File: config.mk
export PLATFORM = sky130hd
export DESIGN_NAME = ram_port_arbiter_flat
export DESIGN_NICKNAME = d
export VERILOG_FILES = /design/src/rtl/ram_arb_pkg.sv /design/src/rtl/ram_port_arbiter_if.sv /design/src/rtl/ram_port_arbiter_kb_code_fifo.sv /design/src/rtl/ram_port_arbiter.sv /design/src/flat_wrapper.sv
export SDC_FILE = /design/constraint.sdc
export NUM_CORES = 1
export LEC_CHECK = 0
export BUFFER_PORTS_ARGS = -buffer_cell sky130_fd_sc_hd__buf_2
export CAP_MARGIN = 40
export CORE_MARGIN = 2
export CORE_UTILIZATION = 47
export DETAILED_ROUTE_END_ITERATION = 10
export PLACE_DENSITY = 0.95
export RECOVER_POWER = 50
export SYNTH_ARGS = -nofsm -noshare
export SYNTH_HDL_FRONTEND = slang
export SYNTH_HIERARCHICAL = 1
export SYNTH_SLANG_ARGS = --single-unit
File: constraint.sdc
create_clock -name clk -period 8 [get_ports clk]
set_clock_uncertainty 0.15 [all_clocks]
set_input_delay 1.6 -clock clk [delete_from_list [all_inputs] [get_ports clk]]
set_output_delay 1.6 -clock clk [all_outputs]
set_load 0.02 [all_outputs]
File: src/rtl/ram_arb_pkg.sv
// Shared types and default constants for the data-RAM port arbiter and its
// keyboard code FIFO.
package ram_arb_pkg;

  localparam int DEF_ADDR_W      = 5;
  localparam int DEF_OFFSET_ADDR = 0;
  localparam int DEF_KB_ADDR     = 1;
  localparam int DEF_OFFSET_W    = 10;
  localparam int DEF_FIFO_DEPTH  = 4;
  localparam int DEF_STARVE_MAX  = 8;

  typedef enum logic [1:0] {
    IDLE,
    PEND,
    FORCE
  } arb_state_t;

  // Low 10 bits of a keyboard MMIO load.
  typedef struct packed {
    logic       overflow;
    logic       nonempty;
    logic [7:0] code;
  } kb_status_t;

endpackage

File: src/rtl/ram_port_arbiter_if.sv
// CPU load/store port into the shared data RAM, with the stall back-pressure.
interface ram_port_arbiter_if;

  logic        cpu_we;
  logic        cpu_re;
  logic [31:0] cpu_addr;
  logic [31:0] cpu_wdata;
  logic [31:0] cpu_rdata;
  logic        cpu_stall;

  modport master (
    output cpu_we, cpu_re, cpu_addr, cpu_wdata,
    input  cpu_rdata, cpu_stall
  );

  modport slave (
    input  cpu_we, cpu_re, cpu_addr, cpu_wdata,
    output cpu_rdata, cpu_stall
  );

endinterface

File: src/rtl/ram_port_arbiter_kb_code_fifo.sv
// Small FIFO of PS/2 key codes; head is visible combinationally, push and pop
// in the same cycle are both honoured even when full.
module kb_code_fifo #(
  parameter int DEPTH = 4
) (
  input  logic       clk,
  input  logic       reset,
  input  logic       push,
  input  logic       pop,
  input  logic [7:0] din,
  output logic [7:0] head,
  output logic       full,
  output logic       empty
);

  localparam int PTR_W = $clog2(DEPTH);

  logic [7:0]       mem_q [DEPTH];
  logic [PTR_W-1:0] rd_ptr_q, wr_ptr_q;
  logic [PTR_W:0]   count_q;
  logic             do_push, do_pop;

  assign empty   = (count_q == '0);
  assign full    = (count_q == (PTR_W+1)'(DEPTH));
  assign do_pop  = pop & ~empty;
  assign do_push = push & (~full | do_pop);
  assign head    = mem_q[rd_ptr_q];

  // NOTE: the storage array has no reset; only pointers and count define
  // which entries are valid, so clearing the data would buy nothing.
  always_ff @(posedge clk) begin
    if (do_push) mem_q[wr_ptr_q] <= din;
  end

  always_ff @(posedge clk) begin
    if (reset) begin
      rd_ptr_q <= '0;
      wr_ptr_q <= '0;
      count_q  <= '0;
    end else begin
      if (do_push) wr_ptr_q <= wr_ptr_q + PTR_W'(1);
      if (do_pop)  rd_ptr_q <= rd_ptr_q + PTR_W'(1);
      case ({do_push, do_pop})
        2'b10:   count_q <= count_q + (PTR_W+1)'(1);
        2'b01:   count_q <= count_q - (PTR_W+1)'(1);
        default: count_q <= count_q;
      endcase
    end
  end

endmodule

File: src/rtl/ram_port_arbiter.sv
// Single-port data RAM owner: CPU loads/stores, frame-synchronous sprite offset
// snapshot with bounded starvation, and a FIFO-backed keyboard MMIO word.
module ram_port_arbiter
  import ram_arb_pkg::*;
#(
  parameter int ADDR_W      = DEF_ADDR_W,
  parameter int OFFSET_ADDR = DEF_OFFSET_ADDR,
  parameter int KB_ADDR     = DEF_KB_ADDR,
  parameter int OFFSET_W    = DEF_OFFSET_W,
  parameter int FIFO_DEPTH  = DEF_FIFO_DEPTH,
  parameter int STARVE_MAX  = DEF_STARVE_MAX
) (
  input  logic                clk,
  input  logic                reset,
  ram_port_arbiter_if.slave   cpu,
  input  logic                kb_valid,
  input  logic [7:0]          kb_code,
  input  logic                frame_start,
  output logic [OFFSET_W-1:0] offset,
  output logic                kb_overflow,
  output logic                ram_we,
  output logic [ADDR_W-1:0]   ram_addr,
  output logic [31:0]         ram_wdata,
  input  logic [31:0]         ram_rdata
);

  localparam int WAIT_W = (STARVE_MAX > 2) ? $clog2(STARVE_MAX) : 1;
  localparam logic [WAIT_W-1:0] WAIT_LIMIT  = WAIT_W'(STARVE_MAX - 1);
  localparam logic [ADDR_W-1:0] OFFSET_WORD = ADDR_W'(OFFSET_ADDR);
  localparam logic [ADDR_W-1:0] KB_WORD     = ADDR_W'(KB_ADDR);

  arb_state_t        state_q, state_d;
  logic [WAIT_W-1:0] wait_q, wait_d, wait_inc;
  logic [ADDR_W-1:0] cpu_word;
  logic              is_kb, cpu_busy, snap, stall;
  logic              kb_load, kb_pop, kb_drop;
  logic              fifo_full, fifo_empty;
  logic [7:0]        fifo_head;
  kb_status_t        kb_status;

  assign cpu_word = cpu.cpu_addr[ADDR_W+1:2];
  assign is_kb    = (cpu_word == KB_WORD);
  assign cpu_busy = (cpu.cpu_we | cpu.cpu_re) & ~is_kb;
  assign wait_inc = wait_q + WAIT_W'(1);

  wire unused_addr_bits = ^{cpu.cpu_addr[31:ADDR_W+2], cpu.cpu_addr[1:0]};

  // NOTE: every signal driven here gets a default first so no path leaves a
  // value unassigned and no latch is inferred.
  always_comb begin
    state_d = state_q;
    wait_d  = wait_q;
    snap    = 1'b0;
    stall   = 1'b0;
    unique case (state_q)
      IDLE: if (frame_start) state_d = PEND;
      PEND: begin
        // frame_start is ignored here: a pending snapshot absorbs it.
        if (!cpu_busy) begin
          snap    = 1'b1;
          state_d = IDLE;
          wait_d  = '0;
        end else begin
          wait_d = wait_inc;
          if (wait_inc == WAIT_LIMIT) state_d = FORCE;
        end
      end
      FORCE: begin
        stall   = 1'b1;
        snap    = 1'b1;
        state_d = IDLE;
        wait_d  = '0;
      end
      default: state_d = IDLE;
    endcase
  end

  // NOTE: all state uses non-blocking assignments so every register samples
  // the pre-edge values of its peers.
  always_ff @(posedge clk) begin
    if (reset) begin
      state_q <= IDLE;
      wait_q  <= '0;
    end else begin
      state_q <= state_d;
      wait_q  <= wait_d;
    end
  end

  assign ram_addr  = snap ? OFFSET_WORD : cpu_word;
  assign ram_we    = cpu.cpu_we & ~is_kb & ~stall;
  assign ram_wdata = cpu.cpu_wdata;

  assign kb_load = cpu.cpu_re & is_kb & ~stall;
  assign kb_pop  = kb_load & ~fifo_empty;
  assign kb_drop = kb_valid & fifo_full & ~kb_pop;

  kb_code_fifo #(
    .DEPTH (FIFO_DEPTH)
  ) u_kb_fifo (
    .clk   (clk),
    .reset (reset),
    .push  (kb_valid),
    .pop   (kb_pop),
    .din   (kb_code),
    .head  (fifo_head),
    .full  (fifo_full),
    .empty (fifo_empty)
  );

  assign kb_status.overflow = kb_overflow;
  assign kb_status.nonempty = ~fifo_empty;
  assign kb_status.code     = fifo_empty ? 8'h00 : fifo_head;

  assign cpu.cpu_rdata = is_kb ? 32'(kb_status) : ram_rdata;
  assign cpu.cpu_stall = stall;

  always_ff @(posedge clk) begin
    if (reset) begin
      offset      <= '0;
      kb_overflow <= 1'b0;
    end else begin
      if (snap) offset <= ram_rdata[OFFSET_W-1:0];
      // A drop in the same cycle as a clearing load leaves the flag set.
      if (kb_drop)      kb_overflow <= 1'b1;
      else if (kb_load) kb_overflow <= 1'b0;
    end
  end

endmodule

File: src/flat_wrapper.sv
// flat-port wrapper written by rule: the top's interface ports become plain ports
module ram_port_arbiter_flat import ram_arb_pkg::*;
#(
  parameter int ADDR_W      = DEF_ADDR_W,
  parameter int OFFSET_ADDR = DEF_OFFSET_ADDR,
  parameter int KB_ADDR     = DEF_KB_ADDR,
  parameter int OFFSET_W    = DEF_OFFSET_W,
  parameter int FIFO_DEPTH  = DEF_FIFO_DEPTH,
  parameter int STARVE_MAX  = DEF_STARVE_MAX
)
  (clk, reset, kb_valid, kb_code, frame_start, offset, kb_overflow, ram_we, ram_addr, ram_wdata, ram_rdata, cpu_cpu_we, cpu_cpu_re, cpu_cpu_addr, cpu_cpu_wdata, cpu_cpu_rdata, cpu_cpu_stall);
  ram_port_arbiter_if cpu_i ();
  input  logic clk;
  input  logic reset;
  input  logic kb_valid;
  input  logic [7:0] kb_code;
  input  logic frame_start;
  output logic [OFFSET_W-1:0] offset;
  output logic kb_overflow;
  output logic ram_we;
  output logic [ADDR_W-1:0] ram_addr;
  output logic [31:0] ram_wdata;
  input  logic [31:0] ram_rdata;
  input wire logic [$bits(cpu_i.cpu_we)-1:0] cpu_cpu_we;
  input wire logic [$bits(cpu_i.cpu_re)-1:0] cpu_cpu_re;
  input wire logic [$bits(cpu_i.cpu_addr)-1:0] cpu_cpu_addr;
  input wire logic [$bits(cpu_i.cpu_wdata)-1:0] cpu_cpu_wdata;
  output wire logic [$bits(cpu_i.cpu_rdata)-1:0] cpu_cpu_rdata;
  output wire logic [$bits(cpu_i.cpu_stall)-1:0] cpu_cpu_stall;
  assign cpu_i.cpu_we = cpu_cpu_we;
  assign cpu_i.cpu_re = cpu_cpu_re;
  assign cpu_i.cpu_addr = cpu_cpu_addr;
  assign cpu_i.cpu_wdata = cpu_cpu_wdata;
  assign cpu_cpu_rdata = cpu_i.cpu_rdata;
  assign cpu_cpu_stall = cpu_i.cpu_stall;
  ram_port_arbiter #(.ADDR_W(ADDR_W), .OFFSET_ADDR(OFFSET_ADDR), .KB_ADDR(KB_ADDR), .OFFSET_W(OFFSET_W), .FIFO_DEPTH(FIFO_DEPTH), .STARVE_MAX(STARVE_MAX)) u_core (.clk(clk), .reset(reset), .cpu(cpu_i), .kb_valid(kb_valid), .kb_code(kb_code), .frame_start(frame_start), .offset(offset), .kb_overflow(kb_overflow), .ram_we(ram_we), .ram_addr(ram_addr), .ram_wdata(ram_wdata), .ram_rdata(ram_rdata));
endmodule
==> results by group, run 1 <==
Min path
  • Worst Hold Class: flop to flop

Detailed routing
  • Iter 0 DRT Violations: 86
  • Routed WL per cell: 16.23 µm
  • Vias per Instance: 5.332
  • Total Wirelength: 7192 µm
  • Post-route DRC: 0
  • DRT Pass-1 Iters: 4
  • Routed Antenna Nets: 0
  • DR vias: 2,362

Worst setup path
  • Worst EP required: 6.25 ns
  • Reg2Reg Depth: 9
  • RR Startpoint: u_core/u_kb_fifo/count_q[2]
  • FF-to-FF End: u_core/u_kb_fifo/count_q[2]
  • Worst setup path startpoint: cpu_cpu_addr[5]
  • Kind of end point of the critical path: primary output
  • Startpoint Class: input pin
  • Worst Setup Path Type: input pin to primary output
  • Worst setup endpoint: cpu_cpu_rdata[15]
  • Worst EP arrival: 3.82 ns
  • Worst reg2reg setup slack: 5.17 ns
  • Crit-path max FO: 36

Logic synthesis
  • Synth unique cells: 50
  • Synth Cell Area: 0.003171 mm²
  • Ys flop type: edfxtp_1
  • Syn Area/Cell: 10.68 µm²
  • Gate Count Post-Synth: 297
  • Synth warn: 6
  • Seq cells post-synth: 57
  • Post-synth EDFFs: 32
  • Async S/R FF share, synth: 0
  • Syn nets: 417
  • Seq/Total Area, Yosys: 0.4609

Timing
  • Headroom to the max-slew limit: 0.2907
  • Period Utilization, post-route: 0.6961
  • Final hold viol count: 0
  • Setup_tns: 0 ns
  • RSZ-0062 raised after global routing: false
  • Final setup violating endpoints: 0
  • Hold slack: 0.3254 ns
  • Final min period: 5.568 ns
  • Max Clk Rate: 0.1796 GHz
  • Worst slew pin tran: 1.061 ns
  • Max-slew violation count: 0

Global routing
  • Largest net degree at the start of global routing: 37
  • Initial antenna violation count: 0
  • Grt total ovfl: 0
  • Number of global-route vias before repair: 2,262
  • First-pass GRT wire length: 10,900 µm
  • All-Layer GR Usage: 0.1909

Place
  • Final GP Congestion: 0.7826
  • Post-DP Area: 0.003460 mm²
  • Hpwl dp: 5374 µm
  • Port bufs: 100
  • Number of cells after detailed placement: 427

Die
  • Initial Util: 0.4937
  • IO Pins: 192
  • Die area: 0.007419 mm²
  • Die X-Extent: 86.14 µm
  • Row cnt: 29
  • Core ar.: 0.006422 mm²
  • Die Ht: 86.14 µm

Clock network
  • CTS clock-pin slew for the worst setup and hold paths: 0.07 ns
  • CTS tree: built
  • Post-CTS Hold Buffers: 0
  • H-tree Lvls: 3
  • TritonCTS buffer count: 9
  • Root buf cell: clkbuf_8
  • Post-CTS setup repair buffer count: 0
  • Sink Count: 57
  • Worst skew pair latency: 0.34 ns
  • Clk buf depth: 2
  • CTS resizes: 0

Power
  • Peak supply drop: 0.1529 mV
  • Seq pwr share: 0.475
  • Power per cell area: 189.5 mW/mm²
  • P_int: 0.0005025 W
  • Switching Share: 0.2668
  • Clock power share: 0.396
  • Switching pwr: 0.0001829 W
  • P_leak: 1.422 nW
  • Logic gate share of total power: 0.129

Finish
  • Commonest cells after routing, fill and taps aside: 79 x buf_2, 32 x edfxtp_1, 27 x and2_1, 25 x dfxtp_1, 23 x nand2_1
  • Most common cell after layout, fill and taps aside: buf_2
  • Post-route cell area: 0.003617 mm²
  • Layout Cells excl Fill: 443
  • # diodes: 0
  • Share of cells above drive strength 1: 0.3060
  • Area Growth Syn to Fin: 14.09%
  • Fin nets: 481

Status
  • Status: complete, no violations

Run
  • Max cap viols: 0
[critical path, stage by stage]
cell	delay [ns]
clkbuf_1	0.08
nor3_1	0.58
nand3_1	0.90
and2_1	0.49
buf_2	0.17
[worst min-delay path by stage]
| stage | from | to | slack, ns | cells past startpoint |
|---|---|---|---|---|
| floorplan | u_core/wait_q[1] | u_core/wait_q[1] | 0.32 | 2 |
| global placement | u_core/offset[4] | u_core/offset[4] | 0.31 | 2 |
| detailed placement | u_core/offset[9] | u_core/offset[9] | 0.32 | 2 |
| CTS | u_core/offset[9] | u_core/offset[9] | 0.33 | 2 |
| global route | u_core/offset[8] | u_core/offset[8] | 0.35 | 2 |
| finish | u_core/offset[9] | u_core/offset[9] | 0.33 | 2 |
[stage by stage]
step	utilization	setup WS (ns)	power, W
after floorplan	-	3.532	0.0004103
after global placement	0.5375	3.019	0.0004175
after detailed placement	0.5387	2.987	0.0004219
after CTS	0.5698	2.983	0.0006945
after global routing	0.5632	2.166	0.0007188
final	0.5632	2.432	0.0006853
[final cells by class]
class,count,area (µm²)
clock buffers,9,123.9
repair buffers,102,489.2
well taps,77,96.34
inverters,12,45.04
fillers,552,2805
multi-input cells,179,1325
flip-flops and latches,57,1461
clock inverters,7,76.32
[flip-flops by register name, summed over array words and instances, names as in the netlist, named ones only]
signal                     cells
u_core/kb_overflow             1
u_core/offset                 10
u_core/state_q                 2
u_core/u_kb_fifo/count_q       3
u_core/u_kb_fifo/mem_q        32
u_core/u_kb_fifo/rd_ptr_q      2
u_core/u_kb_fifo/wr_ptr_q      2
u_core/wait_q                  3
[power groups by stage]
stage	clock network [W]	logic (W)	registers, W
3_3_place_gp	0	0.0000865	0.000331
5_1_grt	0.000296	0.0000966	0.000326
4_1_cts	0.000279	0.0000903	0.000326
2_1_floorplan	0	0.0000798	0.000331
3_5_place_dp	0	0.0000898	0.000332
6_report	0.000272	0.0000882	0.000326
[cell usage after synthesis (all sizes together) (2+ instances only)]
cell	count	area, µm²
a21oi	17	85.08
a31oi	2	27.53
and2	28	175.2
buf	43	300.3
clkbuf	6	22.52
dfxtp	25	500.5
edfxtp	32	960.9
ha	9	112.6
inv	12	45.04
mux4	8	180.2
nand2	23	86.33
nand2b	7	43.79
nand3	4	25.02
nand3b	10	75.07
nor2	10	45.04
nor2b	5	31.28
nor3	4	31.28
nor3b	2	15.01
nor4b	2	17.52
o211ai	2	15.01
o21ai	14	70.07
or3b	10	87.59
xor2	4	35.03
[cell families (layout without fill, tap and decap cells)]
family / after synthesis / after routing / share of synthesized area
AO/OA/AOI/OAI: 45 / 45 / 0.09551
XOR/XNOR: 5 / 5 / 0.01381
adder cells (fa/ha/maj): 10 / 10 / 0.04183
buffers and inverters: 61 / 130 / 0.1160
flip-flops: 57 / 57 / 0.4609
multiplexers: 10 / 10 / 0.06353
AND/OR/NAND/NOR: 109 / 109 / 0.2084
[layer usage]
metal | vias up | share of wire | GRT usage
met5 | - | 0 | 0.006993
li1 | 1131 | - | -
met4 | 0 | 0.013 | 0.06349
met2 | 97 | 0.53 | 0.3312
met3 | 14 | 0.069 | 0.06449
met1 | 1120 | 0.39 | 0.2198
(Power assumes the default switching activity.)
==> run 2: changes to the inputs <==
--- a/config.mk
+++ b/config.mk
@@ -8,9 +8,9 @@
 export BUFFER_PORTS_ARGS = -buffer_cell sky130_fd_sc_hd__buf_2
 export CAP_MARGIN = 40
 export CORE_MARGIN = 2
-export CORE_UTILIZATION = 47
+export CORE_UTILIZATION = 44
 export DETAILED_ROUTE_END_ITERATION = 10
-export PLACE_DENSITY = 0.95
+export PLACE_DENSITY = 0.91
 export RECOVER_POWER = 50
 export SYNTH_ARGS = -nofsm -noshare
 export SYNTH_HDL_FRONTEND = slang
==> constraint.sdc (replaced) <==
create_clock -name clk -period 5.8 [get_ports clk]
set_clock_uncertainty 0.15 [all_clocks]
set_input_delay 1.16 -clock clk [delete_from_list [all_inputs] [get_ports clk]]
set_output_delay 1.16 -clock clk [all_outputs]
set_load 0.02 [all_outputs]
==> run 2 against run 1 <==
Hold slack is essentially flat. Critical path depth is the same. Sequential power grew 38%. Worst setup slack lost 0.88 ns. First-iteration DRC count grew 40%. Via count shrank 2.2%. Wire length grew 2.9%. Sequential cell count is the same. Die area grew 6.5%. Largest power group unchanged. Highest routed layer unchanged.
==> results by group, run 2 (synthesis results as in run 1) <==
Status
  • Status: complete, no violations

Timing
  • Headroom to the max-slew limit: 0.4118 (+0.1211)
  • Worst slew pin tran: 0.8756 ns (-0.1854 ns)
  • Max Clk Rate: 0.2356 GHz
  • Max-slew violation count: 0 (unchanged)
  • Period Utilization, post-route: 0.7317
  • RSZ-0062 raised after global routing: false
  • Setup_tns: 0 ns (unchanged)
  • Setup WS post-layout: 1.556 ns (-0.8751 ns)
  • Final setup violating endpoints: 0 (unchanged)
  • Final hold viol count: 0 (unchanged)
  • Hold slack: 0.3250 ns (-0.0004030 ns)
  • Final min period: 4.244 ns

Power
  • Clock power share: 0.405 (+0.009)
  • Peak supply drop: 0.1333 mV (-13%)
  • Seq pwr share: 0.468 (-0.007)
  • Switching pwr: 0.0002315 W (+27%)
  • P_int: 0.0007287 W (+45%)
  • Power per cell area: 262.7 mW/mm² (+39%)
  • Logic gate share of total power: 0.127 (-0.002)
  • Switching Share: 0.2411 (-0.02569)
  • P_leak: 1.430 nW (+0.56%)

Clock network
  • TritonCTS buffer count: 9 (unchanged)
  • CTS tree: built
  • CTS clock-pin slew for the worst setup and hold paths: 0.06 ns (about the same)
  • Clk buf depth: 2 (unchanged)
  • Sink Count: 57 (unchanged)
  • Post-CTS setup repair buffer count: 0 (unchanged)
  • CTS resizes: 0 (unchanged)
  • Worst skew pair latency: 0.33 ns (about the same)
  • H-tree Lvls: 3 (unchanged)
  • Root buf cell: clkbuf_8
  • Post-CTS Hold Buffers: 0 (unchanged)

Min path
  • Worst Hold Depth: 2 (unchanged)
  • Hold Path End: u_core/offset[2]
  • Hold Crit Start: u_core/offset[2]
  • Worst Hold Class: flop to flop

Worst setup path
  • Reg2Reg Depth: 9 (unchanged)
  • RR Startpoint: u_core/u_kb_fifo/count_q[0]
  • Crit-path max FO: 36 (unchanged)
  • Startpoint Class: input pin
  • Worst Setup Path Type: input pin to primary output
  • Worst EP required: 4.49 ns (-1.76 ns)
  • Worst EP arrival: 2.93 ns (-0.89 ns)
  • Kind of end point of the critical path: primary output
  • Worst reg2reg setup slack: 3.02 ns (-2.15 ns)
  • FF-to-FF End: u_core/u_kb_fifo/count_q[1]

Global routing
  • All-Layer GR Usage: 0.1839 (-0.006973)
  • Largest net degree at the start of global routing: 37 (unchanged)
  • Number of global-route vias before repair: 2,258 (-0.18%)
  • First-pass GRT wire length: 10,720 µm (-1.7%)
  • Grt total ovfl: 0 (unchanged)
  • Initial antenna violation count: 0 (unchanged)

Die
  • Die area: 0.007901 mm² (+6.5%)
  • Die Ht: 88.89 µm (+3.2%)
  • Row cnt: 30 (+3.4%)
  • Initial Util: 0.4616 (-0.03210)
  • IO Pins: 192 (unchanged)
  • Die X-Extent: 88.89 µm (+3.2%)
  • Core ar.: 0.006869 mm² (+7.0%)

Finish
  • FILL cells: 616 (+12%)
  • Most common cell after layout, fill and taps aside: buf_2
  • Share of cells above drive strength 1: 0.3123 (+0.006318)
  • Max reg flops: 32 (unchanged)
  • # diodes: 0 (unchanged)
  • Commonest cells after routing, fill and taps aside: 81 x buf_2, 32 x edfxtp_1, 27 x and2_1, 25 x dfxtp_1, 23 x nand2_1
  • Biggest regs: u_core/u_kb_fifo/mem_q (32), u_core/offset (10)
  • Area Growth Syn to Fin: 15.31%
  • Fin nets: 481 (unchanged)
  • Most flops, register: u_core/u_kb_fifo/mem_q

Detailed routing
  • Routed WL per cell: 16.05 µm (-1.1%)
  • DR vias: 2,311 (-2.2%)
  • Iter 0 DRT Violations: 120 (+40%)
  • Top routing layer used: met4
  • Routed Antenna Nets: 0 (unchanged)
  • Vias per Instance: 5.013 (-6.0%)
  • Metal3 WL: 563 µm (+14%)
  • Post-route DRC: 0 (unchanged)
  • Total Wirelength: 7401 µm (+2.9%)
  • Met2 wire len: 4037 µm (+6.8%)
  • DRT Pass-1 Iters: 4 (unchanged)
  • Metal-1 WL: 2745 µm (-2.7%)

Place
  • Port bufs: 100 (unchanged)
  • Dpl ws: 1.713 ns (-1.274 ns)
  • Final GP Congestion: 0.8007 (+2.3%)
  • Hpwl dp: 5610 µm (+4.4%)

Run
  • Max cap viols: 0 (unchanged)
-- run 2: cell count changes in the layout (fill, tap and decap cells not counted), sizes merged --
cell	previous run	this run
bufinv	1	2
buf	81	83
inv	15	12
clkbuf	30	28
clkinvlp	1	2
-- run 2: critical path, stage by stage --
cell and delay (ns):
buf_2 0.10, nor3_1 0.48, nand3_2 0.58, o21ai_0 0.38, buf_2 0.21
-- run 2: worst max-delay path by stage --
stage	end	cells after the start	slack (ns)	start
floorplan	cpu_cpu_rdata[8]	4	2.21	cpu_cpu_addr[5]
global placement	ram_addr[0]	6	1.77	cpu_cpu_re
detailed placement	u_core/u_kb_fifo/count_q[2]	11	1.71	cpu_cpu_addr[5]
CTS	ram_addr[0]	6	1.73	cpu_cpu_we
global route	cpu_cpu_rdata[8]	5	1.43	cpu_cpu_addr[5]
finish	cpu_cpu_rdata[8]	5	1.56	cpu_cpu_addr[5]
-- run 2: layout make-up --
cell class / instances / area (µm²) / area share
Multi-Input combinational cell: 179 / 1330 / 0.3638
Timing Repair Buffer: 102 / 491.7 / 0.1345
Clock buffer: 9 / 123.9 / 0.03388
Inverter: 12 / 45.04 / 0.01232
Tap cell: 96 / 120.1 / 0.03285
Sequential cell: 57 / 1461 / 0.3997
Clock inverter: 6 / 83.83 / 0.02293
-- run 2: power groups by stage --
stage	clock, W	combinational (W)	sequential, W
after floorplan	0	0.000110	0.000456
after global placement	0	0.000119	0.000457
after detailed placement	0	0.000125	0.000458
after CTS	0.000400	0.000125	0.000449
after global routing	0.000420	0.000134	0.000451
final	0.000389	0.000122	0.000449
-- run 2: per-layer routing --
layer  vias to the layer above  global-route usage
met2                        90              0.3419
li1                       1136                   -
met1                      1080              0.1899
met3                         5             0.06623
met4                         0             0.06198
met5                         -                   0
-- run 2: through the flow --
| step | instances | cell area, µm² | utilization | total power, W |
|---|---|---|---|---|
| 4_1_cts | 461 | 3691 | 0.5373 | 0.0009746 |
| 3_5_place_dp | 446 | 3483 | 0.5071 | 0.0005825 |
| 2_1_floorplan | 297 | 3171 | - | 0.0005659 |
| 5_1_grt | 461 | 3656 | 0.5322 | 0.001004 |
| 3_3_place_gp | 445 | 3476 | 0.5060 | 0.0005758 |
| 6_report | 461 | 3656 | 0.5322 | 0.0009603 |
